`src/rtl/scb_pkg.sv`:
```
// Shared definitions for the issue scoreboard.
// Holds the opcode and FSM state enums, the register index width and the bit
// positions of the register fields inside the 32-bit instruction word.
package scb_pkg;

    localparam int unsigned REGW = 5;

    // Opcode field
    localparam int unsigned OPC_LSB = 27;
    localparam int unsigned OPC_W   = 5;

    // Register field LSB positions (each field is REGW bits wide)
    localparam int unsigned FLD_HI_LSB  = 20;  // [24:20]
    localparam int unsigned FLD_ADD_LSB = 18;  // [22:18], destination of ADD-class ops
    localparam int unsigned FLD_BR_LSB  = 13;  // [17:13], second source of BEQ
    localparam int unsigned FLD_MID_LSB = 9;   // [13:9]
    localparam int unsigned FLD_LO_LSB  = 0;   // [4:0]

    typedef enum logic [OPC_W-1:0] {
        OP_LV     = 5'd1,
        OP_ADD    = 5'd2,
        OP_ADD_3  = 5'd3,
        OP_ADD_4  = 5'd4,
        OP_ADD_5  = 5'd5,
        OP_CP     = 5'd6,
        OP_B      = 5'd7,
        OP_BEQ    = 5'd8,
        OP_SLR    = 5'd9,
        OP_GP     = 5'd10,
        OP_ADD_12 = 5'd12
    } opcode_e;

    typedef enum logic {
        RUN,
        BR_WAIT
    } state_e;

endpackage

```
`src/rtl/issue_scoreboard_if.sv`:
```
// Bus bundle for the issue scoreboard.
// Fetch side : in_valid, in_instr, in_ready
// Decode side: issue_valid, issue_instr, issue_ready
// Write-back : wb_valid, wb_rd
// Control    : br_resolve, flush
// Monitor    : pending, stall_cycles
// The slave modport is the scoreboard view; master is the surrounding pipeline.
interface issue_scoreboard_if #(
    parameter int unsigned NREG    = 32,
    parameter int unsigned REGW    = 5,
    parameter int unsigned STALL_W = 16
);
    logic               in_valid;
    logic [31:0]        in_instr;
    logic               in_ready;
    logic               issue_valid;
    logic [31:0]        issue_instr;
    logic               issue_ready;
    logic               wb_valid;
    logic [REGW-1:0]    wb_rd;
    logic               br_resolve;
    logic               flush;
    logic [NREG-1:0]    pending;
    logic [STALL_W-1:0] stall_cycles;

    modport slave (
        input  in_valid, in_instr, issue_ready, wb_valid, wb_rd, br_resolve, flush,
        output in_ready, issue_valid, issue_instr, pending, stall_cycles
    );

    modport master (
        output in_valid, in_instr, issue_ready, wb_valid, wb_rd, br_resolve, flush,
        input  in_ready, issue_valid, issue_instr, pending, stall_cycles
    );
endinterface

```
`src/rtl/scb_field_decode.sv`:
```
// Combinational register-field decoder for the issue scoreboard.
// instr_i     : instruction word, opcode in [31:27]
// rd_en_o/rd_o: destination register written by the instruction
// rs_en_o/rs_o: first source register
// rt_en_o/rt_o: second source register
// is_branch_o : opcode 7 or 8, issue must hold until the branch resolves
module scb_field_decode
    import scb_pkg::*;
(
    input  logic [31:0]     instr_i,
    output logic            rd_en_o,
    output logic [REGW-1:0] rd_o,
    output logic            rs_en_o,
    output logic [REGW-1:0] rs_o,
    output logic            rt_en_o,
    output logic [REGW-1:0] rt_o,
    output logic            is_branch_o
);
    logic [OPC_W-1:0] opcode;
    logic [REGW-1:0]  fld_hi, fld_add, fld_br, fld_mid, fld_lo;
    logic             unused_bits;

    assign opcode  = instr_i[OPC_LSB +: OPC_W];
    assign fld_hi  = instr_i[FLD_HI_LSB  +: REGW];
    assign fld_add = instr_i[FLD_ADD_LSB +: REGW];
    assign fld_br  = instr_i[FLD_BR_LSB  +: REGW];
    assign fld_mid = instr_i[FLD_MID_LSB +: REGW];
    assign fld_lo  = instr_i[FLD_LO_LSB  +: REGW];

    // Bits not covered by any register field in any format
    assign unused_bits = ^{instr_i[26:25], instr_i[8:5]};

    always_comb begin
        rd_en_o     = 1'b0;
        rd_o        = '0;
        rs_en_o     = 1'b0;
        rs_o        = '0;
        rt_en_o     = 1'b0;
        rt_o        = '0;
        is_branch_o = 1'b0;
        case (opcode)
            OP_ADD, OP_ADD_3, OP_ADD_4, OP_ADD_5, OP_ADD_12: begin
                rd_en_o = 1'b1;
                rd_o    = fld_add;
                rs_en_o = 1'b1;
                rs_o    = fld_mid;
                rt_en_o = 1'b1;
                rt_o    = fld_lo;
            end
            OP_LV: begin
                rd_en_o = 1'b1;
                rd_o    = fld_hi;
            end
            OP_CP: begin
                rd_en_o = 1'b1;
                rd_o    = fld_hi;
                rt_en_o = 1'b1;
                rt_o    = fld_lo;
            end
            OP_BEQ: begin
                rs_en_o     = 1'b1;
                rs_o        = fld_hi;
                rt_en_o     = 1'b1;
                rt_o        = fld_br;
                is_branch_o = 1'b1;
            end
            OP_B: begin
                is_branch_o = 1'b1;
            end
            OP_SLR: begin
                // Read-modify-write of the same register
                rd_en_o = 1'b1;
                rd_o    = fld_hi;
                rs_en_o = 1'b1;
                rs_o    = fld_hi;
                rt_en_o = 1'b1;
                rt_o    = fld_lo;
            end
            OP_GP: begin
                rt_en_o = 1'b1;
                rt_o    = fld_lo;
            end
            default: ;
        endcase
    end
endmodule

```
`src/rtl/issue_scoreboard.sv`:
```
// Issue controller between fetch and decode.
// Keeps a pending bit per architectural register for in-flight writes, stalls
// instructions with RAW/WAW hazards, holds issue after a branch until it
// resolves, and counts stall cycles (saturating).
// Ports:
//   clock, reset : clock and asynchronous active-high reset
//   bus          : issue_scoreboard_if slave (fetch, decode, write-back,
//                  branch/flush control, pending vector, stall counter)
// Build option SCB_WB_BYPASS_EN: a register being written back this cycle is
// treated as not pending, saving one stall cycle after write-back.
module issue_scoreboard #(
    parameter int unsigned NREG    = 32,
    parameter int unsigned REGW    = scb_pkg::REGW,
    parameter int unsigned STALL_W = 16
) (
    input logic               clock,
    input logic               reset,
    issue_scoreboard_if.slave bus
);
    if (REGW != $clog2(NREG)) begin : g_bad_regw
        $error("REGW must equal clog2(NREG)");
    end

    scb_pkg::state_e state_q, state_d;
    logic               issue_valid_q, issue_valid_d;
    logic [31:0]        issue_instr_q, issue_instr_d;
    logic [NREG-1:0]    pending_q, pending_d;
    logic [STALL_W-1:0] stall_q, stall_d;

    logic                    rd_en, rs_en, rt_en, is_branch;
    logic [scb_pkg::REGW-1:0] rd, rs, rt;
    logic [NREG-1:0]         wb_mask, pend_eff;
    logic                    hazard, in_ready, accept;

    scb_field_decode u_decode (
        .instr_i     (bus.in_instr),
        .rd_en_o     (rd_en),
        .rd_o        (rd),
        .rs_en_o     (rs_en),
        .rs_o        (rs),
        .rt_en_o     (rt_en),
        .rt_o        (rt),
        .is_branch_o (is_branch)
    );

    always_comb begin
        wb_mask = '0;
        if (bus.wb_valid) begin
            wb_mask[bus.wb_rd] = 1'b1;
        end
    end

`ifdef SCB_WB_BYPASS_EN
    assign pend_eff = pending_q & ~wb_mask;
`else
    assign pend_eff = pending_q;
`endif

    assign hazard = (rs_en && pend_eff[rs]) || (rt_en && pend_eff[rt]) ||
                    (rd_en && pend_eff[rd]);

    // FSM next state and handshake
    always_comb begin
        state_d  = state_q;
        in_ready = 1'b0;
        unique case (state_q)
            scb_pkg::RUN: begin
                in_ready = (!issue_valid_q || bus.issue_ready) && !hazard && !bus.flush;
                if (bus.in_valid && in_ready && is_branch) begin
                    state_d = scb_pkg::BR_WAIT;
                end
            end
            scb_pkg::BR_WAIT: begin
                if (bus.br_resolve || bus.flush) begin
                    state_d = scb_pkg::RUN;
                end
            end
            default: state_d = scb_pkg::RUN;
        endcase
    end

    assign accept = bus.in_valid && in_ready;

    // Issue slot, scoreboard and stall counter
    always_comb begin
        issue_valid_d = issue_valid_q;
        issue_instr_d = issue_instr_q;
        if (accept) begin
            issue_valid_d = 1'b1;
            issue_instr_d = bus.in_instr;
        end else if (bus.flush) begin
            issue_valid_d = 1'b0;
        end else if (issue_valid_q && bus.issue_ready) begin
            issue_valid_d = 1'b0;
        end

        // Clear first so a same-cycle set of the same bit wins
        pending_d = pending_q & ~wb_mask;
        if (accept && rd_en) begin
            pending_d[rd] = 1'b1;
        end

        stall_d = stall_q;
        if (bus.in_valid && !in_ready && (stall_q != {STALL_W{1'b1}})) begin
            stall_d = stall_q + 1'b1;
        end
    end

    always_ff @(posedge clock or posedge reset) begin
        if (reset) begin
            state_q       <= scb_pkg::RUN;
            issue_valid_q <= 1'b0;
            issue_instr_q <= '0;
            pending_q     <= '0;
            stall_q       <= '0;
        end else begin
            state_q       <= state_d;
            issue_valid_q <= issue_valid_d;
            issue_instr_q <= issue_instr_d;
            pending_q     <= pending_d;
            stall_q       <= stall_d;
        end
    end

    assign bus.in_ready     = in_ready;
    assign bus.issue_valid  = issue_valid_q;
    assign bus.issue_instr  = issue_instr_q;
    assign bus.pending      = pending_q;
    assign bus.stall_cycles = stall_q;
endmodule

```
`src/flat_wrapper.sv`:
```
// flat-port wrapper written by rule: the top's interface ports become plain ports
module issue_scoreboard_flat 
#(
    parameter int unsigned NREG    = 32,
    parameter int unsigned REGW    = scb_pkg::REGW,
    parameter int unsigned STALL_W = 16
)
  (clock, reset, bus_in_valid, bus_in_instr, bus_issue_ready, bus_wb_valid, bus_wb_rd, bus_br_resolve, bus_flush, bus_in_ready, bus_issue_valid, bus_issue_instr, bus_pending, bus_stall_cycles);
  issue_scoreboard_if #(.NREG(NREG), .REGW(REGW), .STALL_W(STALL_W)) bus_i ();
  input logic clock;
  input logic reset;
  input wire logic [$bits(bus_i.in_valid)-1:0] bus_in_valid;
  input wire logic [$bits(bus_i.in_instr)-1:0] bus_in_instr;
  input wire logic [$bits(bus_i.issue_ready)-1:0] bus_issue_ready;
  input wire logic [$bits(bus_i.wb_valid)-1:0] bus_wb_valid;
  input wire logic [$bits(bus_i.wb_rd)-1:0] bus_wb_rd;
  input wire logic [$bits(bus_i.br_resolve)-1:0] bus_br_resolve;
  input wire logic [$bits(bus_i.flush)-1:0] bus_flush;
  output wire logic [$bits(bus_i.in_ready)-1:0] bus_in_ready;
  output wire logic [$bits(bus_i.issue_valid)-1:0] bus_issue_valid;
  output wire logic [$bits(bus_i.issue_instr)-1:0] bus_issue_instr;
  output wire logic [$bits(bus_i.pending)-1:0] bus_pending;
  output wire logic [$bits(bus_i.stall_cycles)-1:0] bus_stall_cycles;
  assign bus_i.in_valid = bus_in_valid;
  assign bus_i.in_instr = bus_in_instr;
  assign bus_i.issue_ready = bus_issue_ready;
  assign bus_i.wb_valid = bus_wb_valid;
  assign bus_i.wb_rd = bus_wb_rd;
  assign bus_i.br_resolve = bus_br_resolve;
  assign bus_i.flush = bus_flush;
  assign bus_in_ready = bus_i.in_ready;
  assign bus_issue_valid = bus_i.issue_valid;
  assign bus_issue_instr = bus_i.issue_instr;
  assign bus_pending = bus_i.pending;
  assign bus_stall_cycles = bus_i.stall_cycles;
  issue_scoreboard #(.NREG(NREG), .REGW(REGW), .STALL_W(STALL_W)) u_core (.clock(clock), .reset(reset), .bus(bus_i));
endmodule
```
`config.mk`:
```
export PLATFORM = sky130hd
export DESIGN_NAME = issue_scoreboard_flat
export DESIGN_NICKNAME = d
export VERILOG_FILES = /design/src/rtl/scb_pkg.sv /design/src/rtl/issue_scoreboard_if.sv /design/src/rtl/scb_field_decode.sv /design/src/rtl/issue_scoreboard.sv /design/src/flat_wrapper.sv
export SDC_FILE = /design/constraint.sdc
export NUM_CORES = 1
export LEC_CHECK = 0
export BUFFER_PORTS_ARGS = -buffer_cell sky130_fd_sc_hd__buf_2
export CORE_ASPECT_RATIO = 2
export CORE_UTILIZATION = 55
export CTS_CLUSTER_SIZE = 20
export DETAILED_ROUTE_END_ITERATION = 7
export PLACE_DENSITY = 0.82
export SLEW_MARGIN = 20
export SYNTH_ARGS = -nofsm -noshare
export SYNTH_HDL_FRONTEND = slang
export SYNTH_SLANG_ARGS = --single-unit
export TNS_END_PERCENT = 100
```
`constraint.sdc`:
```
create_clock -name clock -period 8 [get_ports clock]
set_input_delay 0.4 -clock clock [delete_from_list [all_inputs] [get_ports clock]]
set_output_delay 0.4 -clock clock [all_outputs]
set_load 0.01 [all_outputs]
```
## Word level (Yosys, flattened, before mapping)

Cells that the tools add are included.

| word-level totals | value |
|---|---|
| input bits | 44 |
| register bits after elaboration | 82 |
| memories kept | 0 |
| ROM bits | 0 |
| latch bits | 0 |
| RAM bits | 0 |

| cells by class | value |
|---|---|
| mux-type cells | 26 |
| reduce and logical (&&, ||, !) cells | 31 |
| bitwise gates (word level) | 4 |
| magnitude comparators | 6 |
| shift operators | 0 |
| eq/ne operators | 12 |
| $mul | 0 |
| add/subtract/negate cells | 1 |
| divide/modulo/power cells | 0 |

Operator list:

| operator | count |
|---|---|
| $mux W32 | 2 |
| $and A32 B32 Y32 | 1 |
| $not A32 Y32 | 1 |
| $or A32 B32 Y32 | 1 |
| $pmux W5 S2 | 3 |
| $lt A5 B6 Y1 const B | 4 |
| $eq A5 B3 Y1 const B | 4 |
| $eq A5 B4 Y1 const B | 4 |
| $add A16 B1 Y16 const B | 1 |
| $ne A16 B16 Y1 const B | 1 |
| $reduce_or A8 Y1 | 2 |
| $bmux W1 S5 | 3 |
| $mux W1 | 15 |
| $logic_and A1 B1 Y1 | 14 |
| $demux W1 S5 | 2 |
| $eq A5 B2 Y1 const B | 2 |
| $ge A5 B1 Y1 const B | 2 |
| $reduce_or A9 Y1 | 1 |
| $reduce_or A7 Y1 | 1 |
| $eq A5 B1 Y1 const B | 1 |
| $reduce_or A5 Y1 | 1 |
| $logic_not A1 Y1 | 4 |
| $logic_or A1 B1 Y1 | 4 |
| $reduce_or A2 Y1 | 2 |
| 4 further kinds | 4 |

## Logic depth before layout (Yosys ltp)

| logic depth | value |
|---|---|
| depth in word-level cells | 15 |
| mapped depth | 15 |
| depth with buffers taken out | 10 |

## Cells and area by module

From an unflattened synthesis, not the netlist that was laid out.

| second synthesis, totals | value |
|---|---|
| cells, all modules | 408 |
| area, all modules | 4,615.7 µm² |

By module, submodules not included:

| module | cells an instance | times used | area an instance (µm²) |
|---|---|---|---|
| issue_scoreboard | 353 | 1 | 4,227.8 |
| scb_field_decode | 55 | 1 | 387.9 |

## Worst setup path before layout

Ideal clock, no wire load.

| timing | value |
|---|---|
| path kind | input -> register |
| start point | input bus_in_instr[27] |
| end point | register u_core.issue_instr_q[0], in the netlist u_core.bus.issue_instr[0] |
| arrival | 3,345 ps |
| required time | 7,875 ps |
| setup slack | 4,529 ps |
| setup time | 125 ps |
| cell stages on the path | 15 |
| cells stage by stage | buf_4 > a21oi_1 > mux2i_4 > buf_4 > o21ai_2 > buf_2 > mux2i_1 > mux2i_1 > a22oi_1 > o2111ai_1 > nor4_4 > nand2_2 > buf_4 > buf_6 > mux2_4 |

| on the way | value |
|---|---|
| cells in the longest elaborated chain, start to end | 13 |

Ends and longest elaborated chain:

| item | line | text |
|---|---|---|
| start, declared | flat_wrapper.sv:13 | `input wire logic [$bits(bus_i.in_instr)-1:0] bus_in_instr;` |
| $eq A5 B4 Y1 (tied with other cells) | scb_field_decode.sv:41 | `case (opcode)` |
| $reduce_or A8 Y1 (no source line) (tied with other cells) | -- |  |
| $pmux W5 S2 | scb_field_decode.sv:41 |  |
| $bmux W1 S5 | issue_scoreboard.sv:59 | `assign hazard = (rs_en && pend_eff[rs]) \|\| (rt_en && pend_eff[rt]) \|\|` |
| $mux W1 (implied by the code) | issue_scoreboard.sv:59 |  |
| $logic_and A1 B1 Y1 | issue_scoreboard.sv:59 |  |
| $logic_or A1 B1 Y1 | issue_scoreboard.sv:59 |  |
| $logic_or A1 B1 Y1 * | issue_scoreboard.sv:59 |  |
| $logic_not A1 Y1 * | issue_scoreboard.sv:68 | `in_ready = (!issue_valid_q \|\| bus.issue_ready) && !hazard && !bus.flush;` |
| $logic_and A1 B1 Y1 * (2 in series) | issue_scoreboard.sv:68 |  |
| $mux W1 * | issue_scoreboard.sv:66 | `unique case (state_q)` |
| $logic_and A1 B1 Y1 * | issue_scoreboard.sv:82 | `assign accept = bus.in_valid && in_ready;` |
| end signal, assigned | issue_scoreboard.sv:119 | `issue_instr_q <= issue_instr_d;` |
| end, declared | issue_scoreboard.sv:26 | `logic [31:0] issue_instr_q, issue_instr_d;` |

Mark *: on every way between the ends. The rest lies on a longest branch, timed or not. The select of a mux whose other input is x is not followed.
A chain may end at the register's enable or synchronous reset.

## Worst setup path after layout

| timing | value |
|---|---|
| start point | input bus_in_instr[27] |
| end point | register u_core.issue_instr_q[14], in the netlist u_core.bus.issue_instr[14] |

The elaborated chain is that of the path after synthesis.

==> results.toml <==
[die]
start_util = 0.5744
die-area_um2 = 9504
die_w_um = 69.44
core_um2 = 8708
die_h_um = 136.9
ios = 126
rows = 48

[synth]
synth.distinct_cells = 74
synth_edf_count = 0
synth-main-ff-cell = "dfrtp_1"
yosysWarnings = 0
ys_seq_area_frac = 0.4102
synth-seq-cells = 82
syn_avg_cell_area_um2 = 10.00
synth_cells = 500
syn-num-nets = 545
synthArstFlopShare = 1.000
netlist_area_um2 = 5002

[worst_setup_path]
critPathKind = "input port to flip-flop"
cp.arrival_ns = 4.38
worstPathCellList = "buf_2 -> a211o_1 -> and4_1 -> a22oi_2 -> nand2_1 -> a32o_1 -> a311o_1 -> a221oi_2 -> nor4_4 -> buf_4 -> nand2_2 -> buf_4 -> mux2_2"
critical-path-slowest-cell = "buf_4"
reg2reg_from = "u_core.bus.pending[2]"
path_common_cell = "buf_4"
max_stage_delay_ns = 0.63
crit_start = "bus_in_instr[27]"
end_kind = "flip-flop"
start_kind = "input port"
required_ns = 8.23
crit_fanout = 66

[clock_network]
hold_buffers = 0
cts_buffers = 9
path_clk_slew_ns = 0.06
cts_buffer_depth = 2
cts_setup_buffers = 0
cts_tree = "yes"
root_buffer = "clkbuf_16"
post_cts_resized = 0
clock-sinks = 82
cts-htree-levels = 3
clock_latency_ns = 0.35

[cells_and_area]
layout_common_cells = "buf_2 (125), dfrtp_1 (82), nand2_1 (62)"
final_layout_size_suffix_gt1_frac = 0.3285
fin_cells = 721
layout.filler_cells = 704
n_antenna_cell = 0
synthToLayoutAreaGrowth_pct = 18.33
final_nets = 661
final_common_cell = "buf_2"

[global_route]
busiest_layer = "met2"
use_met2 = 0.6262
grt_pass1_wl_mm = 24.98
globalRouteMet3Util = 0.07216
grt_max_degree = 83
track_usage = 0.3445
antenna_found_initial = 0
gr-total-overflow = 0
grt_pass1_vias = 4854
use_met1 = 0.3500

[outcome]
status = "complete, no violations"

[sta]
drv_slew = 0
hold_violations = 0
worst_pin_slew_ns = 1.060
maxSlewHeadroom = 0.2900
setup_violations = 0
holdWs_ns = 0.2242
grt_setup_unrepaired = "no"
timing.final.crit_share = 0.5187
fin_worst_skew_ns = 0.007905
fmax_ghz = 0.2410
period_needed_ns = 4.150
setup_ws_ns = 3.850
tns_ns = 0

[flow_run]
max-cap-violations = 0

[pwr]
power_density_nw_per_um2 = 229.6
peakVddDrop_v = 0.0001945
p_sw_uw = 445.7
swShare = 0.3280
p_comb_frac = 0.276
power_mw = 1.359
p_clk_frac = 0.305
seq_power_share = 0.419
leakage_nw = 2.667
intPower_uw = 913.2

[route]
num_vias = 4801
wirelength_mm = 16.00
postRouteAntennaNets = 0
routed_via_density = 6.659
drc = 0
wire_per_inst_um = 22.19
drtIter0Drc = 466
firstDrtPassIters = 5

[placement]
io_buffers = 125
globalplace.congestion = 0.9982
post-place-cells = 705
dp.final_hpwl_mm = 12.01
pre_cts_ws_ns = 3.545

[worst_hold_path]
hold_path_class = "input port to async pin"
## flip-flops by register name, summed over array words and instances, names as in the netlist
| signal | flops |
|---|---|
| u_core.bus.issue_instr | 32 |
| u_core.bus.pending | 32 |
| u_core.bus.stall_cycles | 16 |
| u_core.bus.issue_valid | 1 |
| u_core.state_q | 1 |
## final timing paths
check	end	slack, ns	cells after the start
max reg2reg	u_core.bus.issue_instr[14]	4.74	10
min in group clock	u_core.bus.issue_instr[6]	0.28	2
min reg2reg	u_core.bus.issue_instr[6]	0.50	1
min	u_core.bus.stall_cycles[14]	0.22	3
max in group asynchronous	u_core.bus.issue_instr[9]	7.24	3
max	u_core.bus.issue_instr[14]	3.85	13
## metal layers
| metal | vias to the layer above | share of wire |
|---|---|---|
| met5 | - | 0 |
| met4 | 0 | 0.065 |
| met2 | 257 | 0.54 |
| li1 | 2141 | - |
| met1 | 2320 | 0.34 |
| met3 | 83 | 0.060 |
## synth_stat cells (3+ instances only)
cell,n,share of area
nand4_1,5,0.0063
or3_1,4,0.0050
nor2_1,10,0.0075
a21oi_1,12,0.012
clkbuf_1,3,0.0023
mux2i_1,21,0.042
o21ai_1,4,0.0040
inv_1,12,0.0090
xor2_1,12,0.021
mux2_4,6,0.018
mux2_2,31,0.070
nand3b_1,7,0.011
a31oi_1,5,0.0063
buf_6,6,0.014
dfrtp_1,82,0.41
o211ai_1,19,0.029
buf_2,9,0.0090
o21ai_0,44,0.044
nand3_1,22,0.022
a22o_1,3,0.0053
buf_4,5,0.0075
a22oi_1,6,0.0090
nand2_1,62,0.047
o21a_1,4,0.0060
nor4_1,3,0.0038
nor3_1,8,0.0080
o31ai_1,34,0.051
## power groups by stage
stage | combinational [mW] | sequential [mW] | clock [mW]
global route | 0.405 | 0.577 | 0.429
global placement | 0.361 | 0.568 | 0
finish | 0.376 | 0.569 | 0.414
CTS | 0.375 | 0.566 | 0.416
detailed placement | 0.373 | 0.573 | 0
floorplan | 0.196 | 0.591 | 0
## area by class of cell
| cell class | count | area [µm²] | area share |
|---|---|---|---|
| repair buffers | 129 | 659.4 | 0.1114 |
| inverters | 12 | 46.29 | 0.007821 |
| well taps | 100 | 125.1 | 0.02114 |
| clock buffers | 11 | 242.7 | 0.04101 |
| clock inverters | 5 | 53.80 | 0.009089 |
| multi-input cells | 382 | 2740 | 0.4629 |
| flip-flops and latches | 82 | 2052 | 0.3466 |
## stage by stage
stage                 util  instance area, µm²
floorplan                -                5002
global placement    0.6453                5619
detailed placement  0.6453                5619
finish              0.6797                5919
global route        0.6797                5919
CTS                 0.6793                5916
## kinds of logic after synthesis
| family | after synthesis | synth area share |
|---|---|---|
| adder cells (fa/ha/maj) | 1 | 0.002501 |
| XOR/XNOR | 13 | 0.02276 |
| multiplexers | 59 | 0.1343 |
| AND/OR/NAND/NOR | 147 | 0.1623 |
| flip-flops | 82 | 0.4102 |
| AO/OA/AOI/OAI | 162 | 0.2259 |
| buffers and inverters | 36 | 0.04202 |
## worst max-delay path: cells and delay by family
kind	cells	cell delay, ns
buffers and inverters	3	1.03
AO/OA/AOI/OAI	5	1.88
multiplexers	1	0.42
AND/OR/NAND/NOR	4	0.59
Note: power is estimated with default switching activity, not from simulation.
